### config.mk
export PLATFORM = sky130hd
export DESIGN_NAME = i2s_master_flat
export DESIGN_NICKNAME = d
export VERILOG_FILES = /design/src/rtl/i2s_master_if.sv /design/src/rtl/i2s_master.sv /design/src/flat_wrapper.sv
export SDC_FILE = /design/constraint.sdc
export NUM_CORES = 1
export LEC_CHECK = 0
export ABC_AREA = 0
export BUFFER_PORTS_ARGS = -buffer_cell sky130_fd_sc_hd__buf_2
export CAP_MARGIN = 0
export CORE_MARGIN = 2
export CORE_UTILIZATION = 45
export DETAILED_ROUTE_END_ITERATION = 12
export GPL_TIMING_DRIVEN = 0
export RECOVER_POWER = 100
export SLEW_MARGIN = 5
export SYNTH_ARGS = -nofsm -noshare
export SYNTH_HDL_FRONTEND = slang
export SYNTH_SLANG_ARGS = --single-unit
### constraint.sdc
create_clock -name clk -period 6.41 [get_ports clk]
set_input_delay 0 -clock clk [delete_from_list [all_inputs] [get_ports clk]]
set_output_delay 0 -clock clk [all_outputs]
set_load 0.005 [all_outputs]
### src/rtl/i2s_master_if.sv
// i2s_master_if: groups the I2S pins, PCM words and handshake of i2s_master.
//   master modport : seen from the i2s_master (drives bclk/lrclk/tx, rx_pcm_*, full, ovr)
//   slave modport  : seen from the system / codec side (drives config, rx, tx_pcm_*, push/pop)
//   enable         : 1 = run the link, 0 = idle and clear
//   div[7:0]       : bclk half-period = div+1 clk cycles (captured at enable rise)
//   align[4:0]     : slot of the data MSB within a channel half (captured at enable rise)
//   bclk/lrclk/tx  : bit clock, word select (0 = left), serial data out
//   rx             : serial data in
//   tx_pcm_l/r     : words to send; rx_pcm_l/r : words received
//   full           : frame received and tx words taken; push/pop toggles acknowledge it
//   ovr            : sticky overrun
interface i2s_master_if;
  logic        enable;
  logic [7:0]  div;
  logic [4:0]  align;
  logic        bclk;
  logic        lrclk;
  logic        tx;
  logic        rx;
  logic [15:0] tx_pcm_l;
  logic [15:0] tx_pcm_r;
  logic [15:0] rx_pcm_l;
  logic [15:0] rx_pcm_r;
  logic        full;
  logic        push;
  logic        pop;
  logic        ovr;

  modport master (
    input  enable, div, align, rx, tx_pcm_l, tx_pcm_r, push, pop,
    output bclk, lrclk, tx, rx_pcm_l, rx_pcm_r, full, ovr
  );

  modport slave (
    output enable, div, align, rx, tx_pcm_l, tx_pcm_r, push, pop,
    input  bclk, lrclk, tx, rx_pcm_l, rx_pcm_r, full, ovr
  );
endinterface

### src/rtl/i2s_master.sv
// i2s_master: 16-bit stereo I2S bus master, 64 bclk per frame, 32 slots per channel.
//   clk  : sole clock, all state on the rising edge
//   rstn : asynchronous active-low reset
//   bus  : i2s_master_if.master (pins, PCM words, push/pop handshake, full/ovr)
//
//   state   | meaning
//   --------+---------------------------------------------------------------
//   ST_IDLE | link stopped: bclk/lrclk/tx/cnt/full/ovr held 0; an enable
//           | seen here captures div/align and starts slot 0
//   ST_RUN  | link running: divider counting, slots advancing
module i2s_master (
  input  logic         clk,
  input  logic         rstn,
  i2s_master_if.master bus
);

  typedef enum logic {ST_IDLE = 1'b0, ST_RUN = 1'b1} state_t;

  state_t      state_q, state_d;
  logic [7:0]  div_q, div_d;
  logic [7:0]  div_cnt_q, div_cnt_d;
  logic [4:0]  align_q, align_d;
  logic        bclk_q, bclk_d;
  logic [5:0]  cnt_q, cnt_d;
  logic        tx_q, tx_d;
  logic [15:0] tx_sh_l_q, tx_sh_l_d, tx_sh_r_q, tx_sh_r_d;
  logic [15:0] rx_sh_l_q, rx_sh_l_d, rx_sh_r_q, rx_sh_r_d;
  logic [15:0] rx_pcm_l_q, rx_pcm_l_d, rx_pcm_r_q, rx_pcm_r_d;
  logic        full_q, full_d;
  logic        ovr_q, ovr_d;
  logic        push_q, pop_q;

  logic        clr;
  logic        slot_step;
  logic        slot_start;
  logic [4:0]  win_align;
  logic [4:0]  align_clamp;
  logic [15:0] tx_src_l, tx_src_r;

  // True when slot lies in the 16-slot data window of the left (rgt=0)
  // or right (rgt=1) channel half.
  function automatic logic in_win(input logic [5:0] slot, input logic [4:0] al,
                                  input logic rgt);
    logic [6:0] lo;
    lo = {2'b00, al} + (rgt ? 7'd32 : 7'd0);
    return ({1'b0, slot} >= lo) && ({1'b0, slot} <= lo + 7'd15);
  endfunction

  assign clr         = (bus.push ^ push_q) | (bus.pop ^ pop_q);
  assign align_clamp = (bus.align > 5'd16) ? 5'd16 : bus.align;

  always_ff @(posedge clk or negedge rstn) begin
    if (!rstn) begin
      state_q    <= ST_IDLE;
      div_q      <= '0;
      div_cnt_q  <= '0;
      align_q    <= '0;
      bclk_q     <= 1'b0;
      cnt_q      <= '0;
      tx_q       <= 1'b0;
      tx_sh_l_q  <= '0;
      tx_sh_r_q  <= '0;
      rx_sh_l_q  <= '0;
      rx_sh_r_q  <= '0;
      rx_pcm_l_q <= '0;
      rx_pcm_r_q <= '0;
      full_q     <= 1'b0;
      ovr_q      <= 1'b0;
      push_q     <= 1'b0;
      pop_q      <= 1'b0;
    end else begin
      state_q    <= state_d;
      div_q      <= div_d;
      div_cnt_q  <= div_cnt_d;
      align_q    <= align_d;
      bclk_q     <= bclk_d;
      cnt_q      <= cnt_d;
      tx_q       <= tx_d;
      tx_sh_l_q  <= tx_sh_l_d;
      tx_sh_r_q  <= tx_sh_r_d;
      rx_sh_l_q  <= rx_sh_l_d;
      rx_sh_r_q  <= rx_sh_r_d;
      rx_pcm_l_q <= rx_pcm_l_d;
      rx_pcm_r_q <= rx_pcm_r_d;
      full_q     <= full_d;
      ovr_q      <= ovr_d;
      push_q     <= bus.push;
      pop_q      <= bus.pop;
    end
  end

  always_comb begin
    state_d    = state_q;
    div_d      = div_q;
    div_cnt_d  = div_cnt_q;
    align_d    = align_q;
    bclk_d     = bclk_q;
    cnt_d      = cnt_q;
    tx_d       = tx_q;
    tx_sh_l_d  = tx_sh_l_q;
    tx_sh_r_d  = tx_sh_r_q;
    rx_sh_l_d  = rx_sh_l_q;
    rx_sh_r_d  = rx_sh_r_q;
    rx_pcm_l_d = rx_pcm_l_q;
    rx_pcm_r_d = rx_pcm_r_q;
    full_d     = full_q;
    ovr_d      = ovr_q;
    slot_step  = 1'b0;
    slot_start = 1'b0;
    win_align  = align_q;

    case (state_q)
      ST_IDLE: begin
        bclk_d = 1'b0;
        cnt_d  = '0;
        tx_d   = 1'b0;
        full_d = 1'b0;
        ovr_d  = 1'b0;
        if (bus.enable) begin
          // Enable rise: slot 0 begins on this edge, but it is not a wrap.
          state_d    = ST_RUN;
          div_d      = bus.div;
          div_cnt_d  = bus.div;
          align_d    = align_clamp;
          win_align  = align_clamp;
          rx_sh_l_d  = '0;
          rx_sh_r_d  = '0;
          slot_step  = 1'b1;
          slot_start = 1'b1;
        end
      end
      ST_RUN: begin
        if (!bus.enable) begin
          state_d = ST_IDLE;
          bclk_d  = 1'b0;
          cnt_d   = '0;
          tx_d    = 1'b0;
          full_d  = 1'b0;
          ovr_d   = 1'b0;
        end else begin
          if (clr) full_d = 1'b0;
          if (div_cnt_q == 8'd0) begin
            div_cnt_d = div_q;
            bclk_d    = ~bclk_q;
            if (bclk_q) begin
              // bclk falling edge: next slot
              cnt_d     = cnt_q + 6'd1;
              slot_step = 1'b1;
              if (cnt_q == 6'd63) begin
                slot_start = 1'b1;
                rx_pcm_l_d = rx_sh_l_q;
                rx_pcm_r_d = rx_sh_r_q;
                // A wrap sets full even against a concurrent clear.
                full_d     = 1'b1;
                if (full_q && !clr) ovr_d = 1'b1;
              end
            end else begin
              // bclk rising edge: sample rx in the current slot
              if (in_win(cnt_q, align_q, 1'b0)) rx_sh_l_d = {rx_sh_l_q[14:0], bus.rx};
              if (in_win(cnt_q, align_q, 1'b1)) rx_sh_r_d = {rx_sh_r_q[14:0], bus.rx};
            end
          end else begin
            div_cnt_d = div_cnt_q - 8'd1;
          end
        end
      end
      default: state_d = ST_IDLE;
    endcase

    // Shared slot advance: tx for the new slot cnt_d, taking fresh PCM
    // words directly when the new slot is slot 0.
    tx_src_l = slot_start ? bus.tx_pcm_l : tx_sh_l_q;
    tx_src_r = slot_start ? bus.tx_pcm_r : tx_sh_r_q;
    if (slot_step) begin
      tx_d      = 1'b0;
      tx_sh_l_d = tx_src_l;
      tx_sh_r_d = tx_src_r;
      if (in_win(cnt_d, win_align, 1'b0)) begin
        tx_d      = tx_src_l[15];
        tx_sh_l_d = {tx_src_l[14:0], 1'b0};
      end else if (in_win(cnt_d, win_align, 1'b1)) begin
        tx_d      = tx_src_r[15];
        tx_sh_r_d = {tx_src_r[14:0], 1'b0};
      end
    end
  end

  assign bus.bclk     = bclk_q;
  assign bus.lrclk    = cnt_q[5];
  assign bus.tx       = tx_q;
  assign bus.rx_pcm_l = rx_pcm_l_q;
  assign bus.rx_pcm_r = rx_pcm_r_q;
  assign bus.full     = full_q;
  assign bus.ovr      = ovr_q;

endmodule

### src/flat_wrapper.sv
// flat-port wrapper written by rule: the top's interface ports become plain ports
module i2s_master_flat 
  (clk, rstn, bus_enable, bus_div, bus_align, bus_rx, bus_tx_pcm_l, bus_tx_pcm_r, bus_push, bus_pop, bus_bclk, bus_lrclk, bus_tx, bus_rx_pcm_l, bus_rx_pcm_r, bus_full, bus_ovr);
  i2s_master_if bus_i ();
  input  logic clk;
  input  logic rstn;
  input wire logic [$bits(bus_i.enable)-1:0] bus_enable;
  input wire logic [$bits(bus_i.div)-1:0] bus_div;
  input wire logic [$bits(bus_i.align)-1:0] bus_align;
  input wire logic [$bits(bus_i.rx)-1:0] bus_rx;
  input wire logic [$bits(bus_i.tx_pcm_l)-1:0] bus_tx_pcm_l;
  input wire logic [$bits(bus_i.tx_pcm_r)-1:0] bus_tx_pcm_r;
  input wire logic [$bits(bus_i.push)-1:0] bus_push;
  input wire logic [$bits(bus_i.pop)-1:0] bus_pop;
  output wire logic [$bits(bus_i.bclk)-1:0] bus_bclk;
  output wire logic [$bits(bus_i.lrclk)-1:0] bus_lrclk;
  output wire logic [$bits(bus_i.tx)-1:0] bus_tx;
  output wire logic [$bits(bus_i.rx_pcm_l)-1:0] bus_rx_pcm_l;
  output wire logic [$bits(bus_i.rx_pcm_r)-1:0] bus_rx_pcm_r;
  output wire logic [$bits(bus_i.full)-1:0] bus_full;
  output wire logic [$bits(bus_i.ovr)-1:0] bus_ovr;
  assign bus_i.enable = bus_enable;
  assign bus_i.div = bus_div;
  assign bus_i.align = bus_align;
  assign bus_i.rx = bus_rx;
  assign bus_i.tx_pcm_l = bus_tx_pcm_l;
  assign bus_i.tx_pcm_r = bus_tx_pcm_r;
  assign bus_i.push = bus_push;
  assign bus_i.pop = bus_pop;
  assign bus_bclk = bus_i.bclk;
  assign bus_lrclk = bus_i.lrclk;
  assign bus_tx = bus_i.tx;
  assign bus_rx_pcm_l = bus_i.rx_pcm_l;
  assign bus_rx_pcm_r = bus_i.rx_pcm_r;
  assign bus_full = bus_i.full;
  assign bus_ovr = bus_i.ovr;
  i2s_master u_core (.clk(clk), .rstn(rstn), .bus(bus_i));
endmodule
==> Word level (Yosys, flattened, before mapping) <==
Cells that the tools add are included.
{ "word_totals": {"regBits": 130, "wordCells": 121, "in_bits": 51, "out_inout_bits": 37} }
{ "op_classes": {"n_mux": 57, "addsub": 8, "n_eq_ne": 12, "magnitude_cmp": 9, "bitwise": 5, "reduce_logical": 13} }
{ "ops": {"columns": ["cell", "n"], "rows": [
  ["16-bit 2-to-1 mux", 14],
  ["16-bit one-hot mux with 2 select lines", 2],
  ["6-bit by 7-bit less-or-equal comparator with 1-bit output", 4],
  ["1-bit 2-to-1 mux", 24],
  ["8-bit 2-to-1 mux", 3],
  ["6-bit 2-to-1 mux", 3],
  ["8-bit one-hot mux with 2 select lines", 1],
  ["5-bit 2-to-1 mux", 3],
  ["3-bit inequality test (second input constant)", 5],
  ["5-bit AND reduction", 3],
  ["5-bit by 6-bit adder with 7-bit output (second input constant)", 2],
  ["7-bit by 4-bit adder with 7-bit output (second input constant)", 2],
  ["6-bit by 7-bit greater-or-equal comparator with 1-bit output", 2],
  ["5-bit by 4-bit adder with 6-bit output (second input constant)", 2],
  ["6-bit by 5-bit greater-or-equal comparator with 1-bit output", 2],
  ["2-bit inequality test (second input constant)", 6],
  ["1-bit one-hot mux with 2 select lines", 6],
  ["6-bit one-hot mux with 2 select lines", 1],
  ["8-bit logical NOT", 1],
  ["8-bit by 1-bit subtractor with 8-bit output (second input constant)", 1],
  ["6-bit by 1-bit adder with 6-bit output (second input constant)", 1],
  ["6-bit equality test (second input constant)", 1],
  ["5-bit greater-than comparator (second input constant)", 1],
  ["1-bit logical AND", 5],
  ["other kinds (6)", 9]
]} }

==> Longest topological paths before layout <==
Gate-level depths: netlist of run 1.
{ "logic_depth": {"ltp_word": 11, "ltp_mapped": 17, "ltp_nobuf": 15} }

==> Least setup slack after synthesis of run 1 <==
OpenSTA, ideal clock, no wires.
{ "synth_path": {"path_type": "register to register", "start": "register u_core.state_q", "end": "register u_core.tx_sh_l_q[14]", "period_less_slack_ps": 3485, "setup_ps": 126, "path_buffers": 2, "stages_incl_launch_ff": 17, "required_ps": 6284, "arrival_time_ps": 3360, "slack_ps": 2925, "path_cell_list": "dfrtp_1 > nand2b_1 > clkbuf_1 > nor3b_1 > a21oi_1 > inv_1 > or3_1 > xnor2_1 > ha_1 > a21o_1 > a21oi_1 > a21oi_1 > o32ai_1 > o31a_1 > buf_2 > nor2_1 > a221o_1"} }
{ "synth_between": {"elab_chain_len": 5, "word_cells_on_any_way": 11} }
{ "synth_lines": {"columns": ["element", "line", "rtl"], "rows": [
  ["start: declaration", "i2s_master.sv:19", "state_t state_q, state_d;"],
  ["start signal: assignment", "i2s_master.sv:72", "state_q <= state_d;"],
  ["5-bit 2-to-1 mux or 1-bit inverter (tied branches)", "i2s_master.sv:112", "case (state_q)"],
  ["5-bit by 4-bit adder with 6-bit output or 6-bit one-hot mux with 2 select lines (tied branches)", "i2s_master.sv:46, i2s_master.sv:112", null],
  ["6-bit by 7-bit less-or-equal comparator with 1-bit output or 6-bit by 5-bit greater-or-equal comparator with 1-bit output (tied branches)", "i2s_master.sv:46", "return ({1'b0, slot} >= lo) && ({1'b0, slot} <= lo + 7'd15);"],
  ["1-bit logical AND", "i2s_master.sv:46", null],
  ["16-bit 2-to-1 mux", "i2s_master.sv:178", "if (in_win(cnt_d, win_align, 1'b0)) begin"],
  ["end signal: assignment", "i2s_master.sv:79", "tx_sh_l_q <= tx_sh_l_d;"],
  ["end: declaration", "i2s_master.sv:26", "logic [15:0] tx_sh_l_q, tx_sh_l_d, tx_sh_r_q, tx_sh_r_d;"]
]} }
Parallel ways exist; a longest one is shown, timed or not.
A chain may end at the register's enable or synchronous reset.

==> Worst setup path in the final report of run 1 <==
{ "layout_path": {"start": "register u_core.state_q", "end": "register u_core.tx_sh_r_q[4]"} }
{ "layout_between": {"elab_chain_len": 7, "word_cells_on_any_way": 17} }
{ "layout_lines": {"columns": ["element", "line", "rtl"], "rows": [
  ["5-bit 2-to-1 mux", "i2s_master.sv:112", null],
  ["5-bit by 6-bit adder with 7-bit output", "i2s_master.sv:45", "lo = {2'b00, al} + (rgt ? 7'd32 : 7'd0);"],
  ["7-bit by 4-bit adder with 7-bit output", "i2s_master.sv:46", null],
  ["6-bit by 7-bit less-or-equal comparator with 1-bit output", "i2s_master.sv:46", null],
  ["1-bit logical AND", "i2s_master.sv:46", null],
  ["16-bit 2-to-1 mux", "i2s_master.sv:181", "end else if (in_win(cnt_d, win_align, 1'b1)) begin"],
  ["16-bit 2-to-1 mux", "i2s_master.sv:178", null],
  ["end signal: assignment", "i2s_master.sv:80", "tx_sh_r_q <= tx_sh_r_d;"],
  ["end: declaration", "i2s_master.sv:26", null]
]} }
Parallel ways exist; a longest one is shown, timed or not.

==> out/metrics.csv, run 1 <==
metric;value;unit
Yosys reg bits;130;
filler-free cell count of the finished design;1025;
fin crit period;5050;ps
# diodes;0;
largest family of logic cells by synthesized area;compound AO/OA/AOI/OAI gates;
Mapped Area;0.00694;mm^2
simple-gate share of the synthesized area;15.0;%
Peak VDD IR;0.186;mV
GRT Util Overall;21.1;%
fmax;0.198;GHz
CTS max path bufs;2;
Worst EP arrival;5330;ps
most area-hungry cell type in the Yosys netlist;dfrtp_1;
share of cells above drive strength 1;17.9;%
antenna-violating nets left;0;
Final GP Congestion;0.806;
Worst setup EP type;flop;
pwr dens;267;mW/mm^2
Worst-Margin Slew;3040;ps
multiplexer area fraction after synthesis;11.7;%
Net Count, Synth;755;
global route overflow;0;
max-cap violations;2;
failing checks;max-capacitance violations, max-slew violations;
first drt pass iteration count;5;
Synth Area in XOR/XNOR;2.14;%
initial antenna violation count;0;
total CTS buffers;17;
Required @ worst endpoint;6690;ps
Final setup viols;0;
vias in the first global route;5572;
width of the die;128;um
CTS sink cnt;130;
vias;5666;
area fraction in compound gates after synthesis;15.6;%
Synth area leaders;dfrtp_1, mux2_2, nand2_1, ha_1, mux2i_1;
iteration-0 DRC count of the detailed router;310;
Seq/Total Area, Yosys;46.8;%
end point of the critical path;u_core.tx_sh_r_q[4];
EDFF count, synth;0;
post-DP HPWL;11700;um
FF-to-FF End;u_core.tx_sh_r_q[4];
routed vias/inst;5.53;
CTS Hold Buffers Added;41;
syn_area_per_cell;10.3;um^2
outcome;complete, but fails checks;
Yosys Warn Count;0;
fin crit share;78.7;%
Inst Count DP;952;
P_leak;4.16;nW
most common cell in the synthesized netlist;dfrtp_1;
die extent in y;128;um
pin count of the biggest net entering global routing;78;
Final Hold Vio Count;0;
CTS tree;done;
commonest cells in the netlist;dfrtp_1, nand2_1, mux2_2, mux2i_1;
Post-Route Skew;8.30;ps
Starting Density;45.8;%
first-pass GRT wire length;27500;um
area grow syn2layout;23.9;%
Syn Inst Count;676;
setup bufs post-CTS;0;
Rows;45;
worst r2r src;u_core.state_q;
worst setup path category;reg2reg;
I/O pin cnt;88;
Synth top area share;46.8;%
library cells used by synthesis;55;
Worst Hold Class;in2reg;
dominant synthesized flop cell;dfrtp_1;
Critical Path Source;u_core.state_q;
Reg2Reg Depth;18;
IO buf count;87;
Pins Over Slew Limit;133;
Worst Hold Slack;13.3;ps
Wirelength per Cell;16.2;um
Worst Path Max Fanout;10;
Post-synth ARST share;100;%
startpoint types;flop;
FF-to-FF setup slack;1360;ps
setup_tns;0;ps
Worst slew margin;-103;%
detailed-route wire length;16600;um
H-tree Lvls;4;
Root Driver;clkbuf_16;
Die ar.;0.0164;mm^2
Reg clk slew, reported paths;60;ps
post-synthesis adder-cell area fraction;5.05;%
RSZ-0062 raised after global routing;no;
fin util;56.8;%
Post-CTS Resized;0;
Placeable Area;0.0151;mm^2
clk_lat worst skew;420;ps
final-stage net count;903;
# DRC;0;
-- critical path: stages (launching register included) --
cell and delay, ps:
dfrtp_1 420, nand2b_1 200, clkbuf_1 370, nor3b_1 110, a21oi_1 280, ha_1 290
nor4b_1 260, nor3_1 90, a21oi_1 170, ha_1 160, nand3_1 120, o21bai_1 210
a21oi_1 180, o32ai_1 150, and4bb_1 390, clkbuf_1 580, mux2i_1 280, dlygate4sd3_1 580
o21ai_0 70
-- worst min-delay path by stage --
stage / start / endpoint / slack [ps] / cells after the start
2_1_floorplan: rstn / u_core.align_q[0] / -300 / 0
3_5_place_dp: rstn / u_core.div_q[5] / 3 / 1
6_report: bus_tx_pcm_r[13] / u_core.tx_sh_r_q[13] / 10 / 5
3_3_place_gp: bus_pop / u_core.pop_q / 140 / 1
4_1_cts: bus_tx_pcm_r[13] / u_core.tx_sh_r_q[13] / 6 / 5
5_1_grt: bus_align[2] / u_core.align_q[2] / 60 / 3
-- cells by family (layout without fill, tap and decap cells) --
logic type / Yosys count / count (layout)
compound gates: 148 / 148
xor+xnor: 17 / 17
fa+ha+maj: 28 / 28
buf+inv: 59 / 220
flops: 130 / 130
mux: 76 / 76
simple gates: 218 / 218
-- state kept, by name, summed over array words and instances (netlist names) --
| name | count |
|---|---|
| u_core.cnt_q | 6 |
| u_core.bus.rx_pcm_r | 16 |
| u_core.div_q | 8 |
| u_core.pop_q | 1 |
| u_core.bus.bclk | 1 |
| u_core.state_q | 1 |
| u_core.div_cnt_q | 8 |
| u_core.rx_sh_l_q | 16 |
| u_core.bus.rx_pcm_l | 16 |
| u_core.bus.full | 1 |
| u_core.tx_sh_l_q | 16 |
| u_core.push_q | 1 |
| u_core.bus.tx | 1 |
| u_core.align_q | 5 |
| u_core.rx_sh_r_q | 16 |
| u_core.bus.ovr | 1 |
| u_core.tx_sh_r_q | 16 |
-- power by group --
part	internal (mW)	switching [mW]
clock network	0.645	0.363
registers	0.890	0.0477
logic	0.162	0.187
total	1.70	0.598
-- area by class of cell --
cell class	count	area, um^2
Clock inverter	11	153
Buffer	37	143
Multi-Input combinational cell	487	3440
Sequential cell	130	3250
Fill cell	1339	6540
Tap cell	188	235
Timing Repair Buffer	129	826
Inverter	22	82.6
Clock buffer	21	470
-- cell usage in the layout (no fill, tap or decap), types with 3 or more instances in the layout --
| master | count |
|---|---|
| mux2i_1 | 34 |
| ha_1 | 28 |
| nor3b_1 | 3 |
| and3_1 | 17 |
| nand2_1 | 111 |
| inv_1 | 21 |
| nor2_1 | 33 |
| clkbuf_8 | 3 |
| a21boi_0 | 3 |
| nand4_1 | 6 |
| o21ai_0 | 31 |
| clkbuf_16 | 17 |
| a22o_1 | 33 |
| a21o_1 | 3 |
| a221o_1 | 24 |
| o21a_1 | 3 |
| a21oi_1 | 26 |
| o221ai_1 | 3 |
| buf_2 | 70 |
| dfrtp_1 | 130 |
| or3_1 | 3 |
| clkinv_4 | 3 |
| xnor2_1 | 12 |
| nand3_1 | 8 |
| dlygate4sd3_1 | 41 |
| o211ai_1 | 4 |
| xor2_1 | 5 |
| nand2b_1 | 5 |
| clkbuf_1 | 55 |
| nor2b_1 | 5 |
| nor3_1 | 13 |
| bufinv_16 | 3 |
| a31oi_1 | 3 |
| mux2_2 | 42 |
-- through the flow --
step,setup slack (ps),power (mW),cell area [um^2]
finish,1360,2.29,8600
global route,894,2.41,8600
CTS,1710,2.32,8680
detailed placement,2220,1.28,7650
global placement,2350,1.26,7610
floorplan,2920,1.17,6940
-- metal layers --
metal / track usage (%) / part of all wire (%) / vias up
li1: - / - / 2751
met1: 28.2 / 46 / 2776
met2: 34.9 / 49 / 120
met3: 4.13 / 3.8 / 19
met4: 6.33 / 1.3 / 0
met5: 0 / 0 / -
No activity file was read; power rests on OpenSTA's default activity.
==> run 2, diff against run 1 <==
Clock period 6.41 ns to 4.8 ns, I/O delays scaled along.
==> run 2 against run 1 <==
  * The flow still finishes with violations (max-capacitance violations, max-slew violations)
  * Via count down 0.71%
  * Final area rose by 0.70%
  * Register-to-register slack lost 1100 ps
  * Clock skew grew 5.3 ps
  * Hold slack got worse by 11 ps
  * Non-clock buffer count rose by 1
  * Die area unchanged
  * Count of clock-buffer cells in the layout did not move
  * Critical endpoint is now u_core.tx_sh_l_q[15]
  * Highest routed layer unchanged
==> out/metrics.csv, run 2 (synthesized netlist as in run 1, its figures left out) <==
metric;value;unit
# diodes;0;
post-route setup slack;275;ps
Root Driver;clkbuf_16;
most common cell after layout, fill and taps aside;dfrtp_1;
Post-Route Skew;13.6;ps
RSZ-0062 raised after global routing;no;
Final GP Congestion;0.806;
# DRC;0;
Clk pwr share;43.8;%
CTS tree;done;
iteration-0 DRC count of the detailed router;268;
Starting Density;45.8;%
first drt pass iteration count;4;
final-stage net count;904;
fmax;0.221;GHz
Final Hold Vio Count;0;
FF-to-FF setup slack;280;ps
Worst Hold Class;in2reg;
clk_lat worst skew;420;ps
fin crit share;94.3;%
global route overflow;0;
Hold Path Depth;4;
Worst slew margin;-112;%
total CTS buffers;17;
Wirelength per Cell;16.3;um
Reg clk slew, reported paths;60;ps
Worst-Margin Slew;3180;ps
Worst EP arrival;4820;ps
first-pass GRT wire length;27500;um
max-cap violations;1;
vias;5626;
post-DP HPWL;11700;um
Required @ worst endpoint;5100;ps
Worst setup EP type;flop;
setup_tns;0;ps
Pins Over Slew Limit;54;
IO buf count;87;
part of the power in registers;40.7;%
Worst Path Max Fanout;10;
routed vias/inst;5.48;
fin crit period;4520;ps
Reg2Reg Depth;15;
area grow syn2layout;24.8;%
pre-CTS setup slack;607;ps
layout filler cell count;1330;
P_leak;4.19;nW
outcome;complete, but fails checks;
internal power;2.27;mW
pwr dens;355;mW/mm^2
worst setup path category;reg2reg;
Sw Share;26.1;%
pin count of the biggest net entering global routing;78;
startpoint types;flop;
Placeable Area;0.0151;mm^2
CTS sink cnt;130;
share of cells above drive strength 1;19.0;%
commonest non-fill, non-tap cells in the layout;dfrtp_1, nand2_1, buf_2;
I/O pin cnt;88;
Rows;45;
vias in the first global route;5572;
Final setup viols;0;
Net Switching;802;uW
die extent in y;128;um
Peak VDD IR;0.247;mV
GRT Util Overall;21.1;%
width of the die;128;um
initial antenna violation count;0;
Die ar.;0.0164;mm^2
H-tree Lvls;4;
CTS max path bufs;2;
failing checks;max-capacitance violations, max-slew violations;
combinational share of power;15.5;%
detailed-route wire length;16700;um
antenna-violating nets left;0;
run 2: cell count changes in the layout (fill, tap and decap cells not counted), moves of 2 or more:
cell	before	now
o21ai_1	2	7
clkbuf_1	55	52
clkbuf_4	0	2
o21ai_0	31	26
a21oi_2	0	2
nor3b_2	0	2
nor3b_1	3	1
a21oi_1	26	24
run 2: path summary, 6_finish.rpt:
path | start | endpoint
setup reg to reg | u_core.div_cnt_q[3] | u_core.tx_sh_l_q[15]
setup / recovery | u_core.div_cnt_q[3] | u_core.tx_sh_l_q[15]
min in group asynchronous | rstn | u_core.div_q[5]
hold / removal | bus_align[1] | u_core.align_q[1]
max in group asynchronous | rstn | u_core.tx_sh_r_q[0]
hold reg to reg | u_core.tx_sh_r_q[5] | u_core.tx_sh_r_q[5]
run 2: layer usage:
metal	part of all wire, %	vias up	track usage [%]
met2	49	121	34.9
met1	46	2750	28.2
met4	0.83	0	6.33
li1	-	2746	-
met5	0	-	0
met3	3.8	9	4.13
run 2: power groups by stage:
stage               sequential (mW)  combinational, mW  clock (mW)
floorplan                      1.25              0.312           0
global placement               1.26              0.416           0
detailed placement             1.27              0.437           0
CTS                            1.25              0.476        1.37
global route                   1.26              0.537        1.42
finish                         1.25              0.476        1.35
run 2: layout make-up:
cell class | count | area, um^2 | area share [%]
repair buffers | 130 | 856 | 9.88
multi-input cells | 487 | 3460 | 39.9
inverters | 22 | 82.6 | 0.953
clock buffers | 21 | 470 | 5.43
plain buffers | 37 | 155 | 1.79
clock inverters | 11 | 153 | 1.76
well taps | 188 | 235 | 2.71
flip-flops and latches | 130 | 3250 | 37.5
run 2: per-stage QoR:
| step | std cells | utilization [%] | hold slack, ps | area (um^2) | total power, mW |
|---|---|---|---|---|---|
| floorplan | 676 | - | -296 | 6940 | 1.56 |
| global placement | 951 | 50.3 | 137 | 7610 | 1.68 |
| detailed placement | 952 | 50.5 | 3.41 | 7650 | 1.70 |
| CTS | 1025 | 57.3 | 5.62 | 8680 | 3.09 |
| global route | 1026 | 57.2 | 52.1 | 8660 | 3.22 |
| finish | 1026 | 57.2 | 2.43 | 8660 | 3.07 |
run 2: worst max-delay path, cell delays in order (launching register included):
cell           delay, ps
dfrtp_1              440
nor4_4               640
and2_1               310
nand4_1              150
xor2_1               180
nor2_1               280
ha_1                 310
a21o_1               180
a21oi_1              180
a21oi_1              100
o32ai_1              250
o31a_1               310
clkbuf_4             270
nand4_1              120
o211a_1              130
dlygate4sd3_1        550
run 2: timing repair:
action                     4_1_cts  5_1_grt
resized for setup                0        8
setup buffers                    0        1
hold endpoints to repair        99        0
setup endpoints to repair        0        7
hold buffers                    41        0
==> run 3, diff against run 2 <==
Settings changed: CORE_MARGIN 2 to not set.
==> run 3 against run 2 <==
  * The flow still finishes with violations (max-capacitance violations, max-slew violations)
  * Utilization down 0.46 points
  * Flip-flop and latch count unchanged
  * Die area down 3.1%
  * Global-route usage up 1.2 points
  * Combinational power down 1%
  * Critical endpoint is now u_core.tx_sh_r_q[9]
==> out/metrics.csv, run 3 (synthesized netlist as in run 1, its figures left out) <==
metric;value;unit
Starting Density;45.8;%
part of the power in registers;42.4;%
Placeable Area;0.0151;mm^2
Final setup viols;0;
Max stage delay on crit path;570;ps
Peak VDD IR;0.236;mV
Required @ worst endpoint;5090;ps
setup_tns;0;ps
Final Hold Vio Count;0;
Worst setup EP type;flop;
pre-CTS setup slack;670;ps
width of the die;126;um
Net Switching;836;uW
P_leak;4.17;nW
internal power;2.12;mW
Worst Path Max Fanout;10;
Sw Share;28.3;%
initial antenna violation count;0;
GRT Util Overall;22.3;%
routed vias/inst;5.52;
Root Driver;clkbuf_16;
CTS tree;done;
Critical Path Source;u_core.div_cnt_q[0];
outcome;complete, but fails checks;
clk_lat worst skew;420;ps
global route overflow;0;
first drt pass iteration count;4;
Worst-Margin Slew;2640;ps
fin crit share;91.2;%
Final GP Congestion;0.808;
Post-Route Skew;11.6;ps
FF-to-FF setup slack;420;ps
area grow syn2layout;23.8;%
startpoint types;flop;
worst r2r src;u_core.div_cnt_q[0];
pin count of the biggest net entering global routing;88;
I/O pin cnt;88;
FF-to-FF End;u_core.tx_sh_r_q[9];
vias;5666;
commonest non-fill, non-tap cells in the layout;dfrtp_1, nand2_1, buf_2;
Die ar.;0.0159;mm^2
IO buf count;87;
crit-path cells;inv_1 -> ha_1 -> and4bb_1 -> and2_1 -> nand4_1 -> xor2_1 -> nor2_1 -> ha_1 -> a21o_1 -> a21oi_1 -> a21boi_0 -> o21ai_0 -> and4bb_1 -> buf_4 -> mux2i_1 -> dlygate4sd3_1 -> o21ai_0;
Wirelength per Cell;16.2;um
fin crit period;4380;ps
total CTS buffers;17;
fmax;0.228;GHz
Worst slew margin;-75.7;%
Rows;45;
combinational share of power;15.9;%
H-tree Lvls;4;
Reg2Reg Depth;17;
worst setup path category;reg2reg;
CTS max path bufs;2;
first-pass GRT wire length;28100;um
Reg area;0.00325;mm^2
footprint of the multi-input gates;0.00344;mm^2
antenna-violating nets left;0;
post-route setup slack;421;ps
# diodes;0;
# DRC;0;
failing checks;max-capacitance violations, max-slew violations;
max-cap violations;1;
most common cell after layout, fill and taps aside;dfrtp_1;
Worst Hold Class;in2reg;
CP max stage cell;dlygate4sd3_1;
iteration-0 DRC count of the detailed router;468;
Pins Over Slew Limit;44;
Reg clk slew, reported paths;60;ps
detailed-route wire length;16600;um
CTS sink cnt;130;
RSZ-0062 raised after global routing;no;
pwr dens;344;mW/mm^2
Worst EP arrival;4670;ps
post-DP HPWL;11700;um
Clk pwr share;41.8;%
layout filler cell count;1351;
die extent in y;126;um
share of cells above drive strength 1;19.3;%
vias in the first global route;5733;
final-stage net count;905;
end point of the critical path;u_core.tx_sh_r_q[9];
-- run 3: how the worst min path moves through the flow --
stage	start	end	slack (ps)	cells past startpoint
floorplan	rstn	u_core.align_q[0]	-300	0
global placement	bus_pop	u_core.pop_q	140	1
detailed placement	rstn	u_core.div_q[5]	-40	1
CTS	bus_tx_pcm_l[6]	u_core.tx_sh_l_q[6]	0.2	5
global route	bus_tx_pcm_r[4]	u_core.tx_sh_r_q[4]	20	5
finish	bus_tx_pcm_r[4]	u_core.tx_sh_r_q[4]	3	5
-- run 3: cell type report --
type	instances	area share, %
flip-flops and latches	130	37.9
repair buffers	132	10.2
well taps	188	2.74
clock buffers	18	4.99
multi-input cells	487	40.1
inverters	22	0.961
plain buffers	36	1.70
clock inverters	14	1.50
-- run 3: stage by stage --
stage	util [%]	cell area, um^2	std cells	hold slack, ps	power (mW)
after floorplan	-	6940	676	-296	1.56
final	56.7	8590	1027	3.28	2.96
after global placement	50.3	7610	951	137	1.68
after global routing	56.7	8590	1027	16.5	3.10
after CTS	56.8	8610	1024	0.241	2.98
after detailed placement	50.5	7650	952	-35.2	1.71
-- run 3: per-layer routing --
layer,vias to the layer above,track usage [%],share of wire (%)
met1,2771,30.0,47
met5,-,0,0
met4,0,8.29,1.6
met3,24,3.91,3.6
met2,121,36.0,48
li1,2750,-,-
-- run 3: repair_timing --
action / in CTS / in global routing
setup buffers: 0 / 4
gates resized for setup: 0 / 2
hold endpoints to repair: 146 / 0
hold buffers: 40 / 0
endpoints found under the setup margin: 0 / 5
-- run 3: power groups by stage --
stage          Sequential [mW]  Combinational, mW  Clock (mW)
6_report                  1.25              0.470        1.24
5_1_grt                   1.27              0.536        1.30
4_1_cts                   1.25              0.473        1.26
3_5_place_dp              1.27              0.438           0
3_3_place_gp              1.26              0.415           0
2_1_floorplan             1.25              0.312           0
-- run 3: critical path: cells and delay by family (launching register included) --
| kind | cells | cell delay [ps] |
|---|---|---|
| and+or+nand+nor | 5 | 1320 |
| buffers and inverters | 3 | 950 |
| AOI/OAI and AO/OA | 5 | 710 |
| adders and majority gates | 2 | 500 |
| DFF | 1 | 400 |
| muxes | 1 | 200 |
| xor gates and xnor gates | 1 | 160 |
